==> config.mk <==
export PLATFORM = sky130hd
export DESIGN_NAME = fmt_byte_packer
export DESIGN_NICKNAME = d
export VERILOG_FILES = /design/src/rtl/fmt_pkg.sv /design/src/rtl/fmt_idle_timer.sv /design/src/rtl/fmt_byte_packer.sv
export SDC_FILE = /design/constraint.sdc
export NUM_CORES = 1
export LEC_CHECK = 0
export CORE_UTILIZATION = 45
export CTS_CLUSTER_DIAMETER = 80
export CTS_CLUSTER_SIZE = 30
export DETAILED_ROUTE_END_ITERATION = 16
export HOLD_SLACK_MARGIN = 0.08
export PLACE_DENSITY = 0.69
export SLEW_MARGIN = 20
export SYNTH_ARGS = -nofsm -noshare
export SYNTH_HDL_FRONTEND = slang
export SYNTH_SLANG_ARGS = --single-unit
==> constraint.sdc <==
create_clock -name clk -period 2.8 [get_ports clk]
set_input_delay 0.42 -clock clk [delete_from_list [all_inputs] [get_ports clk]]
set_output_delay 0.42 -clock clk [all_outputs]
set_load 0.01 [all_outputs]
==> src/rtl/fmt_pkg.sv <==
// Shared definitions for the formatted byte-stream blocks.
//   BYTE_W        width of one stream byte
//   MAX_BPW       largest supported word width in bytes
//   byte_t        one stream byte
//   pack_state_e  packer occupancy: EMPTY (no lanes filled) / FILL (partial word)
//   keep_mask()   contiguous lane-enable mask with the low nbytes bits set
package fmt_pkg;

    localparam int BYTE_W  = 8;
    localparam int MAX_BPW = 8;

    typedef logic [BYTE_W-1:0] byte_t;

    typedef enum logic {
        EMPTY = 1'b0,
        FILL  = 1'b1
    } pack_state_e;

    // One extra bit so that nbytes == MAX_BPW yields all ones after the subtract.
    function automatic logic [MAX_BPW-1:0] keep_mask(input logic [3:0] nbytes);
        logic [MAX_BPW:0] m;
        m = ((MAX_BPW+1)'(1) << nbytes) - (MAX_BPW+1)'(1);
        return m[MAX_BPW-1:0];
    endfunction

endpackage

==> src/rtl/fmt_idle_timer.sv <==
// Idle counter for the byte packer's partial-word flush.
//   clk, reset_n  clock / asynchronous active-low reset
//   clr           zero the counter (takes priority over inc)
//   inc           count one idle cycle; saturates at TIMEOUT
//   expired       counter has reached TIMEOUT
// With TIMEOUT == 0 the timer is absent and expired is tied low.
module fmt_idle_timer #(
    parameter int TIMEOUT = 16,
    parameter int W       = (TIMEOUT > 0) ? $clog2(TIMEOUT + 1) : 1
) (
    input  logic clk,
    input  logic reset_n,
    input  logic clr,
    input  logic inc,
    output logic expired
);

    generate
        if (TIMEOUT > 0) begin : g_timer
            logic [W-1:0] idle_q;
            logic [W-1:0] idle_d;

            always_comb begin
                idle_d = idle_q;
                if (clr) begin
                    idle_d = '0;
                end else if (inc && (idle_q != W'(TIMEOUT))) begin
                    idle_d = idle_q + W'(1);
                end
            end

            always_ff @(posedge clk or negedge reset_n) begin
                if (!reset_n) begin
                    idle_q <= '0;
                end else begin
                    idle_q <= idle_d;
                end
            end

            assign expired = (idle_q == W'(TIMEOUT));
        end else begin : g_off
            logic unused_tmr;
            assign unused_tmr = &{1'b0, clk, reset_n, clr, inc};
            assign expired    = 1'b0;
        end
    endgenerate

endmodule

==> src/rtl/fmt_byte_packer.sv <==
// Packs an 8-bit valid/ready byte stream little-endian into BYTES_PER_WORD-byte
// words with a registered valid/ready output. A word is emitted when the last
// lane fills, on in_last, or after FLUSH_TIMEOUT idle cycles with a partial word.
//   clk, reset_n          clock / asynchronous active-low reset
//   in_valid/in_ready     byte handshake (in_ready depends only on the output slot)
//   in_data, in_last      byte and end-of-frame marker
//   out_valid/out_ready   word handshake
//   out_data              packed word, first byte in [7:0], unused lanes zero
//   out_keep              contiguous lane enables from bit 0
//   out_last              word closes a frame (never set on a timeout flush)
//   word_count            words handed off since reset, wrapping
module fmt_byte_packer
    import fmt_pkg::*;
#(
    parameter int BYTES_PER_WORD = 4,
    parameter int FLUSH_TIMEOUT  = 16,
    parameter int CNT_W          = 16
) (
    input  logic                          clk,
    input  logic                          reset_n,
    input  logic                          in_valid,
    output logic                          in_ready,
    input  logic [BYTE_W-1:0]             in_data,
    input  logic                          in_last,
    output logic                          out_valid,
    input  logic                          out_ready,
    output logic [BYTE_W*BYTES_PER_WORD-1:0] out_data,
    output logic [BYTES_PER_WORD-1:0]     out_keep,
    output logic                          out_last,
    output logic [CNT_W-1:0]              word_count
);

    localparam int DATA_W = BYTE_W * BYTES_PER_WORD;
    // One bit more than a lane index so lane_cnt+1 can express a full word.
    localparam int LANE_W = $clog2(BYTES_PER_WORD) + 1;

    pack_state_e          state_q, state_d;
    logic [LANE_W-1:0]    lane_cnt_q, lane_cnt_d;
    logic [DATA_W-1:0]    asm_q, asm_d;
    logic                 out_valid_q, out_valid_d;
    logic [DATA_W-1:0]    out_data_q, out_data_d;
    logic [BYTES_PER_WORD-1:0] out_keep_q, out_keep_d;
    logic                 out_last_q, out_last_d;
    logic [CNT_W-1:0]     word_count_q, word_count_d;

    logic                 slot_free;
    logic                 accept;
    logic                 handoff;
    logic                 complete;
    logic                 flush;
    logic                 tmr_expired;
    logic [DATA_W-1:0]    asm_wr;
    logic [MAX_BPW-1:0]   keep_inc;
    logic [MAX_BPW-1:0]   keep_cur;

    // The output slot can take a new word when empty or emptying this cycle.
    assign slot_free = !out_valid_q || out_ready;
    assign accept    = in_valid && slot_free;
    assign handoff   = out_valid_q && out_ready;
    assign complete  = accept && ((lane_cnt_q == LANE_W'(BYTES_PER_WORD - 1)) || in_last);
    // An accepted byte always beats a pending timeout.
    assign flush     = !accept && (state_q == FILL) && tmr_expired && slot_free;

    assign keep_inc  = keep_mask(4'(lane_cnt_q + LANE_W'(1)));
    assign keep_cur  = keep_mask(4'(lane_cnt_q));

    // Assembly register with the incoming byte dropped into the current lane.
    always_comb begin
        asm_wr = asm_q;
        for (int i = 0; i < BYTES_PER_WORD; i++) begin
            if (lane_cnt_q == LANE_W'(i)) begin
                asm_wr[i*BYTE_W +: BYTE_W] = in_data;
            end
        end
    end

    always_comb begin
        state_d      = state_q;
        lane_cnt_d   = lane_cnt_q;
        asm_d        = asm_q;
        out_valid_d  = out_valid_q;
        out_data_d   = out_data_q;
        out_keep_d   = out_keep_q;
        out_last_d   = out_last_q;
        word_count_d = word_count_q;

        if (handoff) begin
            word_count_d = word_count_q + CNT_W'(1);
            out_valid_d  = 1'b0;
        end

        if (complete) begin
            out_valid_d = 1'b1;
            out_data_d  = asm_wr;
            out_keep_d  = keep_inc[BYTES_PER_WORD-1:0];
            out_last_d  = in_last;
            asm_d       = '0;
            lane_cnt_d  = '0;
            state_d     = EMPTY;
        end else if (accept) begin
            asm_d       = asm_wr;
            lane_cnt_d  = lane_cnt_q + LANE_W'(1);
            state_d     = FILL;
        end else if (flush) begin
            out_valid_d = 1'b1;
            out_data_d  = asm_q;
            out_keep_d  = keep_cur[BYTES_PER_WORD-1:0];
            out_last_d  = 1'b0;
            asm_d       = '0;
            lane_cnt_d  = '0;
            state_d     = EMPTY;
        end
    end

    always_ff @(posedge clk or negedge reset_n) begin
        if (!reset_n) begin
            state_q      <= EMPTY;
            lane_cnt_q   <= '0;
            asm_q        <= '0;
            out_valid_q  <= 1'b0;
            out_data_q   <= '0;
            out_keep_q   <= '0;
            out_last_q   <= 1'b0;
            word_count_q <= '0;
        end else begin
            state_q      <= state_d;
            lane_cnt_q   <= lane_cnt_d;
            asm_q        <= asm_d;
            out_valid_q  <= out_valid_d;
            out_data_q   <= out_data_d;
            out_keep_q   <= out_keep_d;
            out_last_q   <= out_last_d;
            word_count_q <= word_count_d;
        end
    end

    // Idle time only accumulates while a partial word is held.
    fmt_idle_timer #(
        .TIMEOUT (FLUSH_TIMEOUT)
    ) u_idle_timer (
        .clk     (clk),
        .reset_n (reset_n),
        .clr     (accept || flush || (state_q == EMPTY)),
        .inc     (state_q == FILL),
        .expired (tmr_expired)
    );

    assign in_ready   = slot_free;
    assign out_valid  = out_valid_q;
    assign out_data   = out_data_q;
    assign out_keep   = out_keep_q;
    assign out_last   = out_last_q;
    assign word_count = word_count_q;

endmodule

After elaboration in Yosys (flattened, before gate mapping)
Cells that the tools add are included.
W data, S select, Z words.
{"block": "totals", "reg_bits": 95, "input_bits": 13, "out_inout_bits": 55}
{"block": "op_classes", "n_reduce_logical": 18, "addsub": 6, "eq_ne": 6, "mux": 27, "shifts": 2, "bitwise": 1}
{"op": "$mux W32", "count": 6}
{"op": "$mux W8", "count": 4}
{"op": "$add A16 B1 Y16 const B", "count": 1}
{"op": "$mux W4", "count": 3}
{"op": "$mux W5", "count": 2}
{"op": "$mux W1", "count": 9}
{"op": "$mux W3", "count": 3}
{"op": "$sub A4 B2 Y4 const B", "count": 2}
{"op": "$logic_and A1 B1 Y1", "count": 7}
{"op": "$eq A3 B2 Y1 const B", "count": 2}
{"op": "$add A5 B1 Y5 const B", "count": 1}
{"op": "$eq A5 B5 Y1 const B", "count": 1}
{"op": "$ne A5 B5 Y1 const B", "count": 1}
{"op": "$add A3 B1 Y4 const B", "count": 1}
{"op": "$logic_or A1 B1 Y1", "count": 4}
{"op": "$reduce_bool A2 Y1", "count": 2}
{"op": "$shl A1 B3 Y4 const A", "count": 1}
{"op": "$shl A1 B4 Y4 const A", "count": 1}
{"op": "$add A3 B1 Y3 const B", "count": 1}
{"op": "$eq A3 B1 Y1 const B", "count": 1}
{"op": "$logic_not A3 Y1", "count": 1}
{"op": "$reduce_bool A3 Y1", "count": 1}
{"op": "$logic_not A1 Y1", "count": 2}
{"op": "$ne A2 B1 Y1 const B", "count": 1}
{"op": "other kinds (2)", "count": 2}

Logic depth before layout (Yosys ltp)
{"block": "logic_depth", "depth_word": 10, "mapped_depth": 13, "mapped_depth_nobuf": 9}

Modules after synthesis
Synthesis repeated with hierarchy kept, for this count alone.
{"block": "hier_totals", "hier_cells": 371, "area_unflattened_um2": 4226.6}
{"module": "fmt_byte_packer", "area_each_um2": 3946.3, "instances": 1, "cells_per_inst": 344, "seq_area_each_um2": 2252.2}
{"module": "fmt_idle_timer", "area_each_um2": 280.3, "instances": 1, "cells_per_inst": 27, "seq_area_each_um2": 125.1}

Least setup slack after synthesis
Ideal clock, no wire load.
{"block": "synth_path", "path_type": "reg2reg", "startpoint": "register lane_cnt_q[2]", "endpoint": "register out_keep_q[2], in the netlist out_keep[2]", "stages_incl_launch_ff": 14, "path_buffers": 4, "arrival_ns": 2.458, "path_slack_ns": 0.206, "cell_sequence": "dfrtp_1 clkbuf_1 inv_1 ha_1 buf_6 or2_1 buf_6 and3_4 buf_6 nor3_1 a22oi_1 ha_1 a2111oi_0 nor3_1"}
{"block": "synth_between", "elab_chain_cells": 5}
{"element": "from (decl)", "line": "fmt_byte_packer.sv:38", "source": "logic [LANE_W-1:0] lane_cnt_q, lane_cnt_d;"}
{"element": "from (signal assigned)", "line": "fmt_byte_packer.sv:127", "source": "lane_cnt_q <= lane_cnt_d;"}
{"element": "branches (longest 5 deep; another with $add A3 B1 Y4)"}
{"element": "to (signal assigned)", "line": "fmt_byte_packer.sv:131", "source": "out_keep_q <= out_keep_d;"}
{"element": "to (decl)", "line": "fmt_byte_packer.sv:42", "source": "logic [BYTES_PER_WORD-1:0] out_keep_q, out_keep_d;"}
Parallel ways; which one is timed is not known. The select of a mux whose other input is x is not followed.
A chain may end at the register's enable or synchronous reset.

Worst setup path after layout
{"block": "layout_path", "startpoint": "register lane_cnt_q[0]", "endpoint": "register out_keep_q[2], in the netlist out_keep[2]"}
Same word-level chain as after synthesis.

==> impl_metrics.tcl <==
set metrics [dict create \
    post_cts_buffers 0 \
    finalWorstSetupSlack_ps 325.2 \
    setup_viol 0 \
    drive_above_1_share 0.2335 \
    ys_warn_count 0 \
    syn2layout_area_growth_pct 24.24 \
    cts_root_buf "clkbuf_8" \
    tightest_slew_ps 716.6 \
    drt_wl_total_um 9340 \
    synth_area_sq_mm 0.004233 \
    crit_path_cell_trace "ha_1, ha_1, or2_1, and3_4, nor3_1, a22oi_1, ha_1, a2111oi_0, nor3_1" \
    grt_max_degree 50 \
    finalMaxSlewViolations 0 \
    ys_top_cells_by_area "dfrtp_1 (56%), o221a_2 (7.4%), a22o_1 (5.2%)" \
    crit_buf_inv 0 \
    wl_per_cell_um 17.46 \
    crit_path_start_kind "flop" \
    cts_resized 0 \
    top_layer_used "met4" \
    viasPerCell 5.690 \
    fillerInstances 781 \
    crit_family "simple AND/OR/NAND/NOR gates" \
    syn_avg_cell_area_sq_um 12.49 \
    status "finished, final reports clean" \
    htree_num_levels 3 \
    grtUsageTotal 0.2045 \
    met2WireLength_um 4521 \
    pin_count 68 \
    synth_nets 361 \
    critPathArrivalTime_ps 2710 \
    overflow 0 \
    dr_total_vias 3044 \
    cts_tree "done" \
    core_sq_mm 0.009196 \
    cp-end-kind "flop" \
    nNetsFinal 441 \
    port-buffer-count 67 \
    period_minus_slack_ps 2475 \
    wl_met3_um 434 \
    skew_ps 14.50 \
    numCtsBuffers 9 \
    hold_viol_final 0 \
    postRouteAntennaNets 0 \
    synth_top_area_frac 0.5616 \
    synth_top_cell_by_area "dfrtp_1" \
    cp_slowest_cell "dfrtp_1" \
    rsz0062_at_grt "false" \
    clockBufferDepth 2 \
    power_per_cell_area_mw_per_mm2 757.2 \
    async_flop_share 1.000 \
    fmax_ghz 0.4041 \
    hold_path.class "flop to flop" \
    multi_input_area_sq_mm 0.001748 \
    first_iter_violations 157 \
    firstDrtPassIters 6 \
    grt_pass1_wl_um 15320 \
    crit_top_cell "ha_1" \
    synth_top_flop_cell "dfrtp_1" \
    cts.sinks 95 \
    place_congestion 0.8738 \
    die_x_um 98.99 \
    m1WireLength_um 4298 \
    seq_area_sq_mm 0.002377 \
    drc 0 \
    dp_slack_ps 281.3 \
    ir_worst_vdd_mv 0.3460 \
    cp.required_ps 3040 \
    relSlewSlack 0.5099 \
    yosys_register_bits 95 \
    antennaDiodeCount 0 \
    ys_seq_area_frac 0.5616 \
    die_height_um 98.99 \
    start_util 0.4603 \
    die_area_sq_mm 0.009798 \
    syn_inst 339 \
    antenna_found_initial 0 \
    clk_latency_ps 370 \
    fin_tns_setup_ps 0 \
    clk_pin_slew_ps 100 \
    postCtsHoldBufs 1 \
    period_share 0.8838 \
    num_rows 35 \
    worstPathMaxFanout 13 \
    critPathMaxStageDelay_ps 480 \
    crit_type "flop to flop" \
    p_leak_nw 2.324 \
    whs_ps 475.9 \
    synth_edf_count 0 \
    place_hpwl_um 6655 \
    drv_cap 0 \
    yosys.cell_types.count 50 \
    grt_pass1_vias 2924 \
]
==> Yosys cell counts (all sizes together) (2+ instances only) <==
| master | count |
|---|---|
| dfrtp | 95 |
| o221a | 29 |
| or2 | 29 |
| a22o | 25 |
| and3 | 15 |
| nand2 | 15 |
| nor2 | 11 |
| nand3 | 10 |
| xnor2 | 10 |
| buf | 9 |
| ha | 9 |
| xor2 | 9 |
| nor3 | 8 |
| inv | 7 |
| nand4 | 6 |
| a21oi | 5 |
| nor2b | 5 |
| o211ai | 5 |
| a221o | 4 |
| clkbuf | 4 |
| o21ai | 4 |
| a2111oi | 3 |
| mux2 | 3 |
| and4 | 2 |
| nor4 | 2 |
| o2bb2ai | 2 |
==> state kept, by name (all words and copies together) (netlist names) <==
| register | count |
|---|---|
| state_q | 1 |
| lane_cnt_q | 3 |
| asm_q | 32 |
| out_valid | 1 |
| out_last | 1 |
| out_keep | 4 |
| u_idle_timer.g_timer.idle_q | 5 |
| out_data | 32 |
| word_count | 16 |
==> report_power, final <==
| part | leakage, nW | switching, W | internal [W] |
|---|---|---|---|
| logic | 1.00 | 0.000514 | 0.000746 |
| clock network | 0.0945 | 0.000513 | 0.000343 |
| registers | 1.23 | 0.000215 | 0.00165 |
| total | 2.32 | 0.00124 | 0.00274 |
==> layout by cell type, fill, tap and decap left out, drive strengths merged, types with 5 or more instances in the layout <==
cell / Yosys / routed
clkbuf: 4 / 9
nand4: 6 / 6
buf: 9 / 15
nor2: 11 / 11
a22o: 25 / 25
dfrtp: 95 / 95
or2: 29 / 29
nand2: 15 / 15
clkdlybuf4s50: 0 / 66
nor3: 8 / 8
xnor2: 10 / 10
inv: 7 / 12
and3: 15 / 15
xor2: 9 / 9
o211ai: 5 / 5
nor2b: 5 / 5
o221a: 29 / 29
a21oi: 5 / 5
nand3: 10 / 10
ha: 9 / 9
==> cell families after synthesis <==
| family | synth area share |
|---|---|
| multiplexers | 0.01035 |
| XOR/XNOR | 0.03931 |
| AO/OA/AOI/OAI | 0.1895 |
| buffers and inverters | 0.02542 |
| flip-flops | 0.5616 |
| adder cells (fa/ha/maj) | 0.02660 |
| AND/OR/NAND/NOR | 0.1472 |
==> layer usage <==
layer  track usage  up-vias
met1        0.2854     1516
met3       0.05035        8
li1              -     1441
met5             0        -
met2        0.3233       79
met4       0.04707        0
==> metrics by stage <==
step | util | total power, W | std cells | cell area (sq um)
final | 0.5718 | 0.003982 | 535 | 5259
after global routing | 0.5718 | 0.004206 | 535 | 5259
after CTS | 0.5718 | 0.004017 | 535 | 5259
after detailed placement | 0.5506 | 0.003155 | 518 | 5064
after global placement | 0.5506 | 0.003127 | 518 | 5064
after floorplan | - | 0.002487 | 339 | 4233
==> final timing paths <==
path | start | endpoint | slack, ps | cells after the start
worst max register to register | lane_cnt_q[0] | out_keep[2] | 330 | 9
worst max-delay path | lane_cnt_q[0] | out_keep[2] | 330 | 9
worst min register to register | word_count[15] | word_count[15] | 480 | 1
worst min-delay path | word_count[15] | word_count[15] | 480 | 1
min in group asynchronous | reset_n | word_count[0] | 600 | 2
max in group asynchronous | reset_n | asm_q[20] | 1430 | 3
==> layout make-up <==
class	instances	area share
sequential	95	0.4521
multi-input combinational	224	0.3324
timing repair buffer	82	0.1489
tap	111	0.02641
clock buffer	9	0.02355
clock inverter	7	0.01166
inverter	7	0.004996
==> worst reg2reg max path: stages (launching register included) <==
cell       delay [ps]
dfrtp_1           480
ha_1              250
ha_1              190
or2_1             320
and3_4            280
nor3_1            150
a22oi_1           110
ha_1              200
a2111oi_0         290
nor3_1             90
No activity file was read; power rests on OpenSTA's default activity.
